==> src/rtl/lsu_mem_initiator_if.sv <==
// Pipeline request/response and data-memory port bundle for the MEM-stage LSU.
// master: pipeline + memory side, slave: lsu_mem_initiator.
interface lsu_mem_initiator_if #(
    parameter int ADDR_WIDTH = 32
);
    logic                  req_valid;
    logic                  req_ready;
    logic                  req_is_store;
    logic [ADDR_WIDTH-1:0] req_addr;
    logic [31:0]           req_wdata;
    logic [1:0]            req_size;
    logic                  req_unsigned;
    logic                  rsp_valid;
    logic [31:0]           rsp_rdata;
    logic                  rsp_err;
    logic                  busy;
    logic [ADDR_WIDTH-1:0] mem_read_addr;
    logic [ADDR_WIDTH-1:0] mem_write_addr;
    logic [31:0]           mem_write_data;
    logic                  mem_we;
    logic [1:0]            mem_size;
    logic                  mem_unsigned;
    logic [31:0]           mem_read_data;

    modport master (
        output req_valid, req_is_store, req_addr, req_wdata,
        output req_size, req_unsigned, mem_read_data,
        input  req_ready, rsp_valid, rsp_rdata, rsp_err, busy,
        input  mem_read_addr, mem_write_addr, mem_write_data,
        input  mem_we, mem_size, mem_unsigned
    );

    modport slave (
        input  req_valid, req_is_store, req_addr, req_wdata,
        input  req_size, req_unsigned, mem_read_data,
        output req_ready, rsp_valid, rsp_rdata, rsp_err, busy,
        output mem_read_addr, mem_write_addr, mem_write_data,
        output mem_we, mem_size, mem_unsigned
    );
endinterface

==> src/rtl/lsu_mem_initiator.sv <==
// MEM-stage load/store initiator; misaligned half/word split into byte ops.
// Define LSU_MISALIGN_TRAP_EN to report misaligned accesses as errors instead.
module lsu_mem_initiator #(
    parameter int ADDR_WIDTH = 32
) (
    input logic clk,
    input logic rst,
    lsu_mem_initiator_if.slave bus
);
    typedef enum logic [1:0] {
        S_IDLE,
        S_ACCESS,
        S_ERR
    } state_t;

    state_t state;
    state_t state_nxt;

    logic        ready;
    logic        accept;
    logic        misalign;
    logic        bad;
    logic        last;
    logic [1:0]  k_inc;
    logic [15:0] half_w;
    logic [31:0] ld_data;

    logic        split_q;
    logic        store_q;
    logic        uns_q;
    logic [1:0]  k_q;
    logic [1:0]  kmax_q;
    logic [31:0] wdata_q;
    logic [23:0] asm_q;

    logic [ADDR_WIDTH-1:0] mem_addr_q;
    logic [31:0]           mem_wdata_q;
    logic                  mem_we_q;
    logic [1:0]            mem_size_q;
    logic                  mem_uns_q;
    logic                  rsp_valid_q;
    logic                  rsp_err_q;
    logic [31:0]           rsp_rdata_q;

    assign accept = bus.req_valid && ready;
    assign misalign = (bus.req_size == 2'b01 && bus.req_addr[0])
                   || (bus.req_size == 2'b10 && bus.req_addr[1:0] != 2'b00);
`ifdef LSU_MISALIGN_TRAP_EN
    assign bad = (bus.req_size == 2'b11) || misalign;
`else
    assign bad = (bus.req_size == 2'b11);
`endif
    assign last = (k_q == kmax_q);
    assign k_inc = k_q + 2'd1;
    assign half_w = {bus.mem_read_data[7:0], asm_q[7:0]};

    always_ff @(posedge clk) begin
        if (rst) state <= S_IDLE;
        else     state <= state_nxt;
    end

    always_comb begin
        state_nxt = state;
        unique case (state)
            S_IDLE:   if (accept) state_nxt = bad ? S_ERR : S_ACCESS;
            S_ACCESS: if (last) state_nxt = S_IDLE;
            S_ERR:    state_nxt = S_IDLE;
            default:  state_nxt = S_IDLE;
        endcase
    end

    always_comb begin
        ready    = (state == S_IDLE);
        bus.req_ready = ready;
        bus.busy      = ~ready;
    end

    // Final byte of a split load arrives this cycle; merge with assembled bytes.
    always_comb begin
        ld_data = bus.mem_read_data;
        if (split_q) begin
            if (kmax_q == 2'd1)
                ld_data = {{16{half_w[15] & ~uns_q}}, half_w};
            else
                ld_data = {bus.mem_read_data[7:0], asm_q};
        end
    end

    always_ff @(posedge clk) begin
        if (rst) begin
            split_q     <= 1'b0;
            store_q     <= 1'b0;
            uns_q       <= 1'b0;
            k_q         <= 2'd0;
            kmax_q      <= 2'd0;
            wdata_q     <= 32'd0;
            asm_q       <= 24'd0;
            mem_addr_q  <= '0;
            mem_wdata_q <= 32'd0;
            mem_we_q    <= 1'b0;
            mem_size_q  <= 2'd0;
            mem_uns_q   <= 1'b0;
            rsp_valid_q <= 1'b0;
            rsp_err_q   <= 1'b0;
            rsp_rdata_q <= 32'd0;
        end else begin
            rsp_valid_q <= 1'b0;
            if (state == S_IDLE && accept) begin
                split_q <= misalign;
                store_q <= bus.req_is_store;
                uns_q   <= bus.req_unsigned;
                wdata_q <= bus.req_wdata;
                k_q     <= 2'd0;
                if (bad) begin
                    rsp_valid_q <= 1'b1;
                    rsp_err_q   <= 1'b1;
                    rsp_rdata_q <= 32'd0;
                end else begin
                    mem_addr_q <= bus.req_addr;
                    mem_we_q   <= bus.req_is_store;
                    if (misalign) begin
                        kmax_q      <= (bus.req_size == 2'b01) ? 2'd1 : 2'd3;
                        mem_size_q  <= 2'b00;
                        mem_uns_q   <= 1'b1;
                        mem_wdata_q <= {24'd0, bus.req_wdata[7:0]};
                    end else begin
                        kmax_q      <= 2'd0;
                        mem_size_q  <= bus.req_size;
                        mem_uns_q   <= bus.req_unsigned;
                        mem_wdata_q <= bus.req_wdata;
                    end
                end
            end
            if (state == S_ACCESS) begin
                if (last) begin
                    mem_we_q    <= 1'b0;
                    rsp_valid_q <= 1'b1;
                    rsp_err_q   <= 1'b0;
                    rsp_rdata_q <= store_q ? 32'd0 : ld_data;
                end else begin
                    k_q         <= k_inc;
                    mem_addr_q  <= mem_addr_q + {{(ADDR_WIDTH-1){1'b0}}, 1'b1};
                    mem_wdata_q <= {24'd0, wdata_q[{k_inc, 3'b000} +: 8]};
                    case (k_q)
                        2'd0:    asm_q[7:0]   <= bus.mem_read_data[7:0];
                        2'd1:    asm_q[15:8]  <= bus.mem_read_data[7:0];
                        2'd2:    asm_q[23:16] <= bus.mem_read_data[7:0];
                        default: asm_q        <= asm_q;
                    endcase
                end
            end
        end
    end

    assign bus.mem_read_addr  = mem_addr_q;
    assign bus.mem_write_addr = mem_addr_q;
    assign bus.mem_write_data = mem_wdata_q;
    assign bus.mem_we         = mem_we_q;
    assign bus.mem_size       = mem_size_q;
    assign bus.mem_unsigned   = mem_uns_q;
    assign bus.rsp_valid      = rsp_valid_q;
    assign bus.rsp_err        = rsp_err_q;
    assign bus.rsp_rdata      = rsp_rdata_q;
endmodule
==> src/flat_wrapper.sv <==
// flat-port wrapper written by rule: the top's interface ports become plain ports
module lsu_mem_initiator_flat 
#(
    parameter int ADDR_WIDTH = 32
)
  (clk, rst, bus_req_valid, bus_req_is_store, bus_req_addr, bus_req_wdata, bus_req_size, bus_req_unsigned, bus_mem_read_data, bus_req_ready, bus_rsp_valid, bus_rsp_rdata, bus_rsp_err, bus_busy, bus_mem_read_addr, bus_mem_write_addr, bus_mem_write_data, bus_mem_we, bus_mem_size, bus_mem_unsigned);
  lsu_mem_initiator_if #(.ADDR_WIDTH(ADDR_WIDTH)) bus_i ();
  input logic clk;
  input logic rst;
  input wire logic [$bits(bus_i.req_valid)-1:0] bus_req_valid;
  input wire logic [$bits(bus_i.req_is_store)-1:0] bus_req_is_store;
  input wire logic [$bits(bus_i.req_addr)-1:0] bus_req_addr;
  input wire logic [$bits(bus_i.req_wdata)-1:0] bus_req_wdata;
  input wire logic [$bits(bus_i.req_size)-1:0] bus_req_size;
  input wire logic [$bits(bus_i.req_unsigned)-1:0] bus_req_unsigned;
  input wire logic [$bits(bus_i.mem_read_data)-1:0] bus_mem_read_data;
  output wire logic [$bits(bus_i.req_ready)-1:0] bus_req_ready;
  output wire logic [$bits(bus_i.rsp_valid)-1:0] bus_rsp_valid;
  output wire logic [$bits(bus_i.rsp_rdata)-1:0] bus_rsp_rdata;
  output wire logic [$bits(bus_i.rsp_err)-1:0] bus_rsp_err;
  output wire logic [$bits(bus_i.busy)-1:0] bus_busy;
  output wire logic [$bits(bus_i.mem_read_addr)-1:0] bus_mem_read_addr;
  output wire logic [$bits(bus_i.mem_write_addr)-1:0] bus_mem_write_addr;
  output wire logic [$bits(bus_i.mem_write_data)-1:0] bus_mem_write_data;
  output wire logic [$bits(bus_i.mem_we)-1:0] bus_mem_we;
  output wire logic [$bits(bus_i.mem_size)-1:0] bus_mem_size;
  output wire logic [$bits(bus_i.mem_unsigned)-1:0] bus_mem_unsigned;
  assign bus_i.req_valid = bus_req_valid;
  assign bus_i.req_is_store = bus_req_is_store;
  assign bus_i.req_addr = bus_req_addr;
  assign bus_i.req_wdata = bus_req_wdata;
  assign bus_i.req_size = bus_req_size;
  assign bus_i.req_unsigned = bus_req_unsigned;
  assign bus_i.mem_read_data = bus_mem_read_data;
  assign bus_req_ready = bus_i.req_ready;
  assign bus_rsp_valid = bus_i.rsp_valid;
  assign bus_rsp_rdata = bus_i.rsp_rdata;
  assign bus_rsp_err = bus_i.rsp_err;
  assign bus_busy = bus_i.busy;
  assign bus_mem_read_addr = bus_i.mem_read_addr;
  assign bus_mem_write_addr = bus_i.mem_write_addr;
  assign bus_mem_write_data = bus_i.mem_write_data;
  assign bus_mem_we = bus_i.mem_we;
  assign bus_mem_size = bus_i.mem_size;
  assign bus_mem_unsigned = bus_i.mem_unsigned;
  lsu_mem_initiator #(.ADDR_WIDTH(ADDR_WIDTH)) u_core (.clk(clk), .rst(rst), .bus(bus_i));
endmodule
==> config.mk <==
export PLATFORM = sky130hd
export DESIGN_NAME = lsu_mem_initiator_flat
export DESIGN_NICKNAME = d
export VERILOG_FILES = /design/src/rtl/lsu_mem_initiator_if.sv /design/src/rtl/lsu_mem_initiator.sv /design/src/flat_wrapper.sv
export SDC_FILE = /design/constraint.sdc
export NUM_CORES = 1
export LEC_CHECK = 0
export CAP_MARGIN = 20
export CORE_ASPECT_RATIO = 0.8
export CORE_MARGIN = 2
export CORE_UTILIZATION = 47
export CTS_CLUSTER_SIZE = 8
export DETAILED_ROUTE_END_ITERATION = 8
export PLACE_DENSITY = 0.81
export SLEW_MARGIN = 40
export SYNTH_ARGS = -nofsm -noshare
export SYNTH_HDL_FRONTEND = slang
export SYNTH_SLANG_ARGS = --single-unit
export TNS_END_PERCENT = 50
==> constraint.sdc <==
create_clock -name clk -period 3.5 [get_ports clk]
set_input_delay 0.35 -clock clk [delete_from_list [all_inputs] [get_ports clk]]
set_output_delay 0.35 -clock clk [all_outputs]
set_load 0.02 [all_outputs]
== Yosys cells after proc, flatten, opt, wreduce, memory -nomap -nowiden ==
Cells that the tools add are included.
Word-level totals
  bits in registers: 167
  bits in latches: 0
  bits in writable memories: 0
  ROM bits: 0
  input bits: 103
  output and inout bits: 136
  logic and storage cells: 88
  memories: 0
Cells by class
  $add $sub $neg: 2
  multipliers: 0
  div/mod/pow operators: 0
  $lt $le $gt $ge: 0
  equal/unequal tests: 10
  shifts and indexed selects: 1
  multiplexer cells: 39
  bitwise logic cells: 5
  reduce and logical (&&, ||, !) cells: 13
Operator list (count)
  $mux 32: 16
  $add 32x1->32 const B: 1
  $shiftx 32x6->8: 1
  $mux 2: 9
  $mux 1: 13
  $reduce_and 3->1: 3
  $eq 2x1->1 const B: 4
  $eq 2x2->1 const B: 3
  $logic_and 1x1->1: 4
  $logic_not 2->1: 2
  $not 1->1: 4
  $pmux 2 s2: 1
  $reduce_and 2->1: 2
  $add 2x1->2 const B: 1
  $eq 2x2->1: 1
  $ne 2x1->1 const B: 1
  $ne 2x2->1 const B: 1
  $reduce_bool 2->1: 1
  $and 1x1->1: 1
  $logic_or 1x1->1: 1

== Depth between registers and ports, before layout ==
  depth in word-level cells: 8
  depth in mapped cells: 8
  depth with buffers taken out: 6

== Worst setup path before layout ==
Ideal clock, no wire load.
  kind: register -> register
  start: reg u_core.k_q[0]
  end: reg u_core.mem_wdata_q[0] (netlist: u_core.bus.mem_write_data[0])
  library setup time: 142 ps
  arrival: 1956 ps
  data required time: 3358 ps
  slack: 1402 ps
  cell stages (with the launch flop): 8
  clock period less this slack: 2098 ps
  cell sequence: dfxtp_1 > buf_4 > inv_1 > ha_1 > buf_1 > mux4_2 > nor2_1 > a311oi_1
On the way
  longest elaborated chain between the ends: 4
Ends and longest elaborated chain
  start, declared: line lsu_mem_initiator.sv:31  | logic [1:0] k_q;
  start signal, assigned: line lsu_mem_initiator.sv:141  | k_q <= k_inc;
  $add 2x1->2: line lsu_mem_initiator.sv:54  | assign k_inc = k_q + 2'd1;
  $shiftx 32x6->8: line lsu_mem_initiator.sv:143  | mem_wdata_q <= {24'd0, wdata_q[{k_inc, 3'b000} +: 8]};
  $mux 32 (*): line lsu_mem_initiator.sv:135  | if (last) begin
  $mux 32 (*): line lsu_mem_initiator.sv:134  | if (state == S_ACCESS) begin
  end signal, assigned: line lsu_mem_initiator.sv:125  | mem_wdata_q <= {24'd0, bus.req_wdata[7:0]};
  end signal, assigned: line lsu_mem_initiator.sv:130  | mem_wdata_q <= bus.req_wdata;
  end signal, assigned: line lsu_mem_initiator.sv:143
  end, declared: line lsu_mem_initiator.sv:37  | logic [31:0] mem_wdata_q;
Every way passes the cells marked *; elsewhere a longest branch is shown, timed or not.
A chain may end at the register's enable or synchronous reset.

== Worst setup path after layout ==
  start: reg u_core.kmax_q[1]
  end: reg u_core.asm_q[0]
On the way
  longest elaborated chain between the ends: 3
Ends and longest elaborated chain
  start, declared: line lsu_mem_initiator.sv:32  | logic [1:0] kmax_q;
  start signal, assigned: line lsu_mem_initiator.sv:122  | kmax_q <= (bus.req_size == 2'b01) ? 2'd1 : 2'd3;
  $eq 2x2->1: line lsu_mem_initiator.sv:53  | assign last = (k_q == kmax_q);
  $not 1->1 (no line)
  $reduce_and 3->1 (no line)
  end signal, assigned: line lsu_mem_initiator.sv:145  | 2'd0: asm_q[7:0] <= bus.mem_read_data[7:0];
  end signal, assigned: line lsu_mem_initiator.sv:148  | default: asm_q <= asm_q;
  end, declared: line lsu_mem_initiator.sv:34  | logic [23:0] asm_q;
No other way between the ends.

==> impl_metrics.tcl <==
set metrics [dict create \
    max_slew.worst_pin.slew_ns 0.8080 \
    die_y_um 118.3 \
    start_util_pct 48.39 \
    slew_viol_final 0 \
    cts_tree "done" \
    netlist_top_cells_area "dfxtp_1 44%, a21oi_1 8.2%, nand2_1 7.7%" \
    antenna_cells 0 \
    post-dp-hpwl_mm 15.71 \
    hold_violations 0 \
    grt_pass1_wl_mm 37.00 \
    rr_worst_depth 6 \
    yosysTopAreaCell "dfxtp_1" \
    route.detailed.wl_per_inst_um 17.46 \
    fillers 1292 \
    ys_ff_latch 167 \
    dr.pass1.iters 5 \
    port_buffers 238 \
    setup_tns_ns 0 \
    synthArstFlopShare_pct 0 \
    num_vias 7468 \
    drt-initial-drc-count 679 \
    start_kind "flop" \
    hold_slack_ns 0.4553 \
    synth_cells 931 \
    r2r_slack_ns 1.12 \
    crit_start "u_core.kmax_q[1]$_SDFFE_PP0P_" \
    peakVddDrop_v 0.0003497 \
    numCtsBuffers 17 \
    vias_per_cell 5.636 \
    drv_cap 0 \
    leakage_nw 3.760 \
    synthesis.area_mm2 0.007670 \
    cts_resized 0 \
    place.gp.congestion 0.8207 \
    ant_nets 0 \
    ys.flop_type "dfxtp_1" \
    worstHoldPathCells 2 \
    drt-total-wl_mm 23.13 \
    cp_data_required_time_ns 3.77 \
    power_density_mw_per_mm2 468.8 \
    core_area_mm2 0.01585 \
    cts.hold.buffers_added 0 \
    synth-edff-count 0 \
    area_delta_synth_final_pct 37.80 \
    relSlewSlack_pct 46.13 \
    synthTopCellsByCount "167 x dfxtp_1, 157 x nand2_1, 125 x a21oi_1" \
    hold_path_class "reg2reg" \
    min_to "u_core.bus.rsp_rdata[28]$_SDFF_PP0_" \
    clkLatencyLatePin_ns 0.43 \
    htree_levels 4 \
    rsz0062_at_grt "no" \
    die_w_um 146.8 \
    antenna_found_initial 0 \
    post_cts_buffers 0 \
    drcViolationCount 0 \
    clockBufferDepth 2 \
    grt_overflow 0 \
    clkSlewWorstSetupHoldPaths_ns 0.07 \
    final-setup-viol-count 0 \
    worstSetupPathType "reg2reg" \
    cp_max_fo 30 \
    regArea_mm2 0.003344 \
    layout_min_cycle_time_ns 2.375 \
    cts_num_sinks 167 \
    syn_nets 1038 \
    ys_types 55 \
    dieArea_mm2 0.01736 \
    multi_input_area_mm2 0.003779 \
    drive_above_1_share_pct 7.387 \
    ys_seq_area_share_pct 43.59 \
    syn_avg_cell_area_um2 8.238 \
    r2r_start "u_core.kmax_q[1]$_SDFFE_PP0P_" \
    grt_usage_pct 26.14 \
    yosysWarnings 0 \
    root_buffer "clkbuf_16" \
    grt_pass1_vias 6975 \
    yosysMostFrequentCell "dfxtp_1" \
    status "completed" \
    post-route-period-util_pct 67.87 \
    grt_max_degree 80 \
    io_pins 239 \
    arrival_ns 2.65 \
    final_nets 1204 \
    finalClockSkew_ns 0.007591 \
    cp-end-kind "flop" \
    placementRows 41 \
    min-delay-start "u_core.bus.rsp_rdata[28]$_SDFF_PP0_" \
    r2r-end "u_core.asm_q[0]$_SDFFE_PP0P_" \
    synth.top_cell.area_share_pct 43.59 \
    fmax_mhz 421.0 \
]
cell usage in the layout, fill, tap and decap left out, types with 9 or more instances in the layout:
cell type / n
a211o_1: 15
a21oi_1: 125
a22oi_1: 54
a311oi_1: 10
and4_1: 9
buf_4: 14
clkbuf_16: 17
clkdlybuf4s50_1: 237
dfxtp_1: 166
inv_1: 9
mux2_2: 9
mux2i_1: 10
nand2_1: 156
nand3_1: 38
nor2_1: 95
o21ai_0: 14
metrics by stage:
stage          area, um^2  cells  util (%)  worst slack, ns  total power (W)
5_1_grt             10570   1325     66.67           0.9867         0.005120
3_5_place_dp         9931   1293     62.65           0.9728         0.002982
2_1_floorplan        7670    931         -            1.402         0.002587
6_report            10570   1325     66.67            1.125         0.004955
4_1_cts             10570   1325     66.67            1.124         0.004977
3_3_place_gp         9892   1292     62.40            1.045         0.002965
area by class of cell:
class,count,area share [%]
multi-input combinational,650,35.75
sequential,167,31.64
timing repair buffer,252,23.70
clock buffer,17,4.025
tap,215,2.545
clock inverter,15,2.013
inverter,9,0.3196
sequential cells by signal (all words and copies together) (netlist names):
register and count:
u_core.asm_q 24, u_core.bus.mem_read_addr 32, u_core.bus.mem_size 2, u_core.bus.mem_unsigned 1
u_core.bus.mem_we 1, u_core.bus.mem_write_data 32, u_core.bus.rsp_err 1, u_core.bus.rsp_rdata 32
u_core.bus.rsp_valid 1, u_core.k_q 2, u_core.kmax_q 2, u_core.split_q 1
u_core.state 2, u_core.store_q 1, u_core.uns_q 1, u_core.wdata_q 32
how the worst max path moves through the flow:
| stage | end | slack, ns | cells past startpoint |
|---|---|---|---|
| finish | u_core.asm_q[0]$_SDFFE_PP0P_ | 1.12 | 6 |
| global route | u_core.asm_q[20]$_SDFFE_PP0P_ | 0.99 | 6 |
| CTS | u_core.asm_q[0]$_SDFFE_PP0P_ | 1.12 | 6 |
| detailed placement | u_core.bus.rsp_rdata[3]$_SDFF_PP0_ | 0.97 | 8 |
| global placement | u_core.bus.rsp_rdata[17]$_SDFF_PP0_ | 1.04 | 5 |
| floorplan | u_core.bus.mem_write_data[0]$_SDFF_PP0_ | 1.40 | 7 |
cells by family (layout without fill, tap and decap cells):
group	after synthesis	after routing	share of synthesized area, %
buf+inv	114	293	7.683
xor+xnor	11	11	1.452
mux	28	28	5.122
flops	167	167	43.59
compound gates	251	251	20.41
simple gates	356	356	21.09
fa+ha+maj	4	4	0.6526
power breakdown:
part / leakage, nW / switching [W] / internal (W)
clock: 0.304 / 0.000855 / 0.00115
combinational: 2.09 / 0.000453 / 0.000399
sequential: 1.36 / 0.0000949 / 0.00200
total: 3.76 / 0.00140 / 0.00355
critical path, stage by stage, from the launching register on:
cell and delay, ns:
dfxtp_1 0.42, xor2_2 0.34, o21ba_2 0.56, buf_4 0.42, nand2_1 0.25, nand2_1 0.14
a21oi_1 0.08
metal layers:
| metal | GRT usage (%) | vias up | wire length (um) |
|---|---|---|---|
| li1 | - | 3598 | - |
| met5 | 0 | - | 0 |
| met1 | 36.85 | 3509 | 10460 |
| met2 | 40.29 | 331 | 10450 |
| met4 | 7.828 | 0 | 418 |
| met3 | 5.521 | 30 | 1804 |
Note: power is estimated with default switching activity, not from simulation.
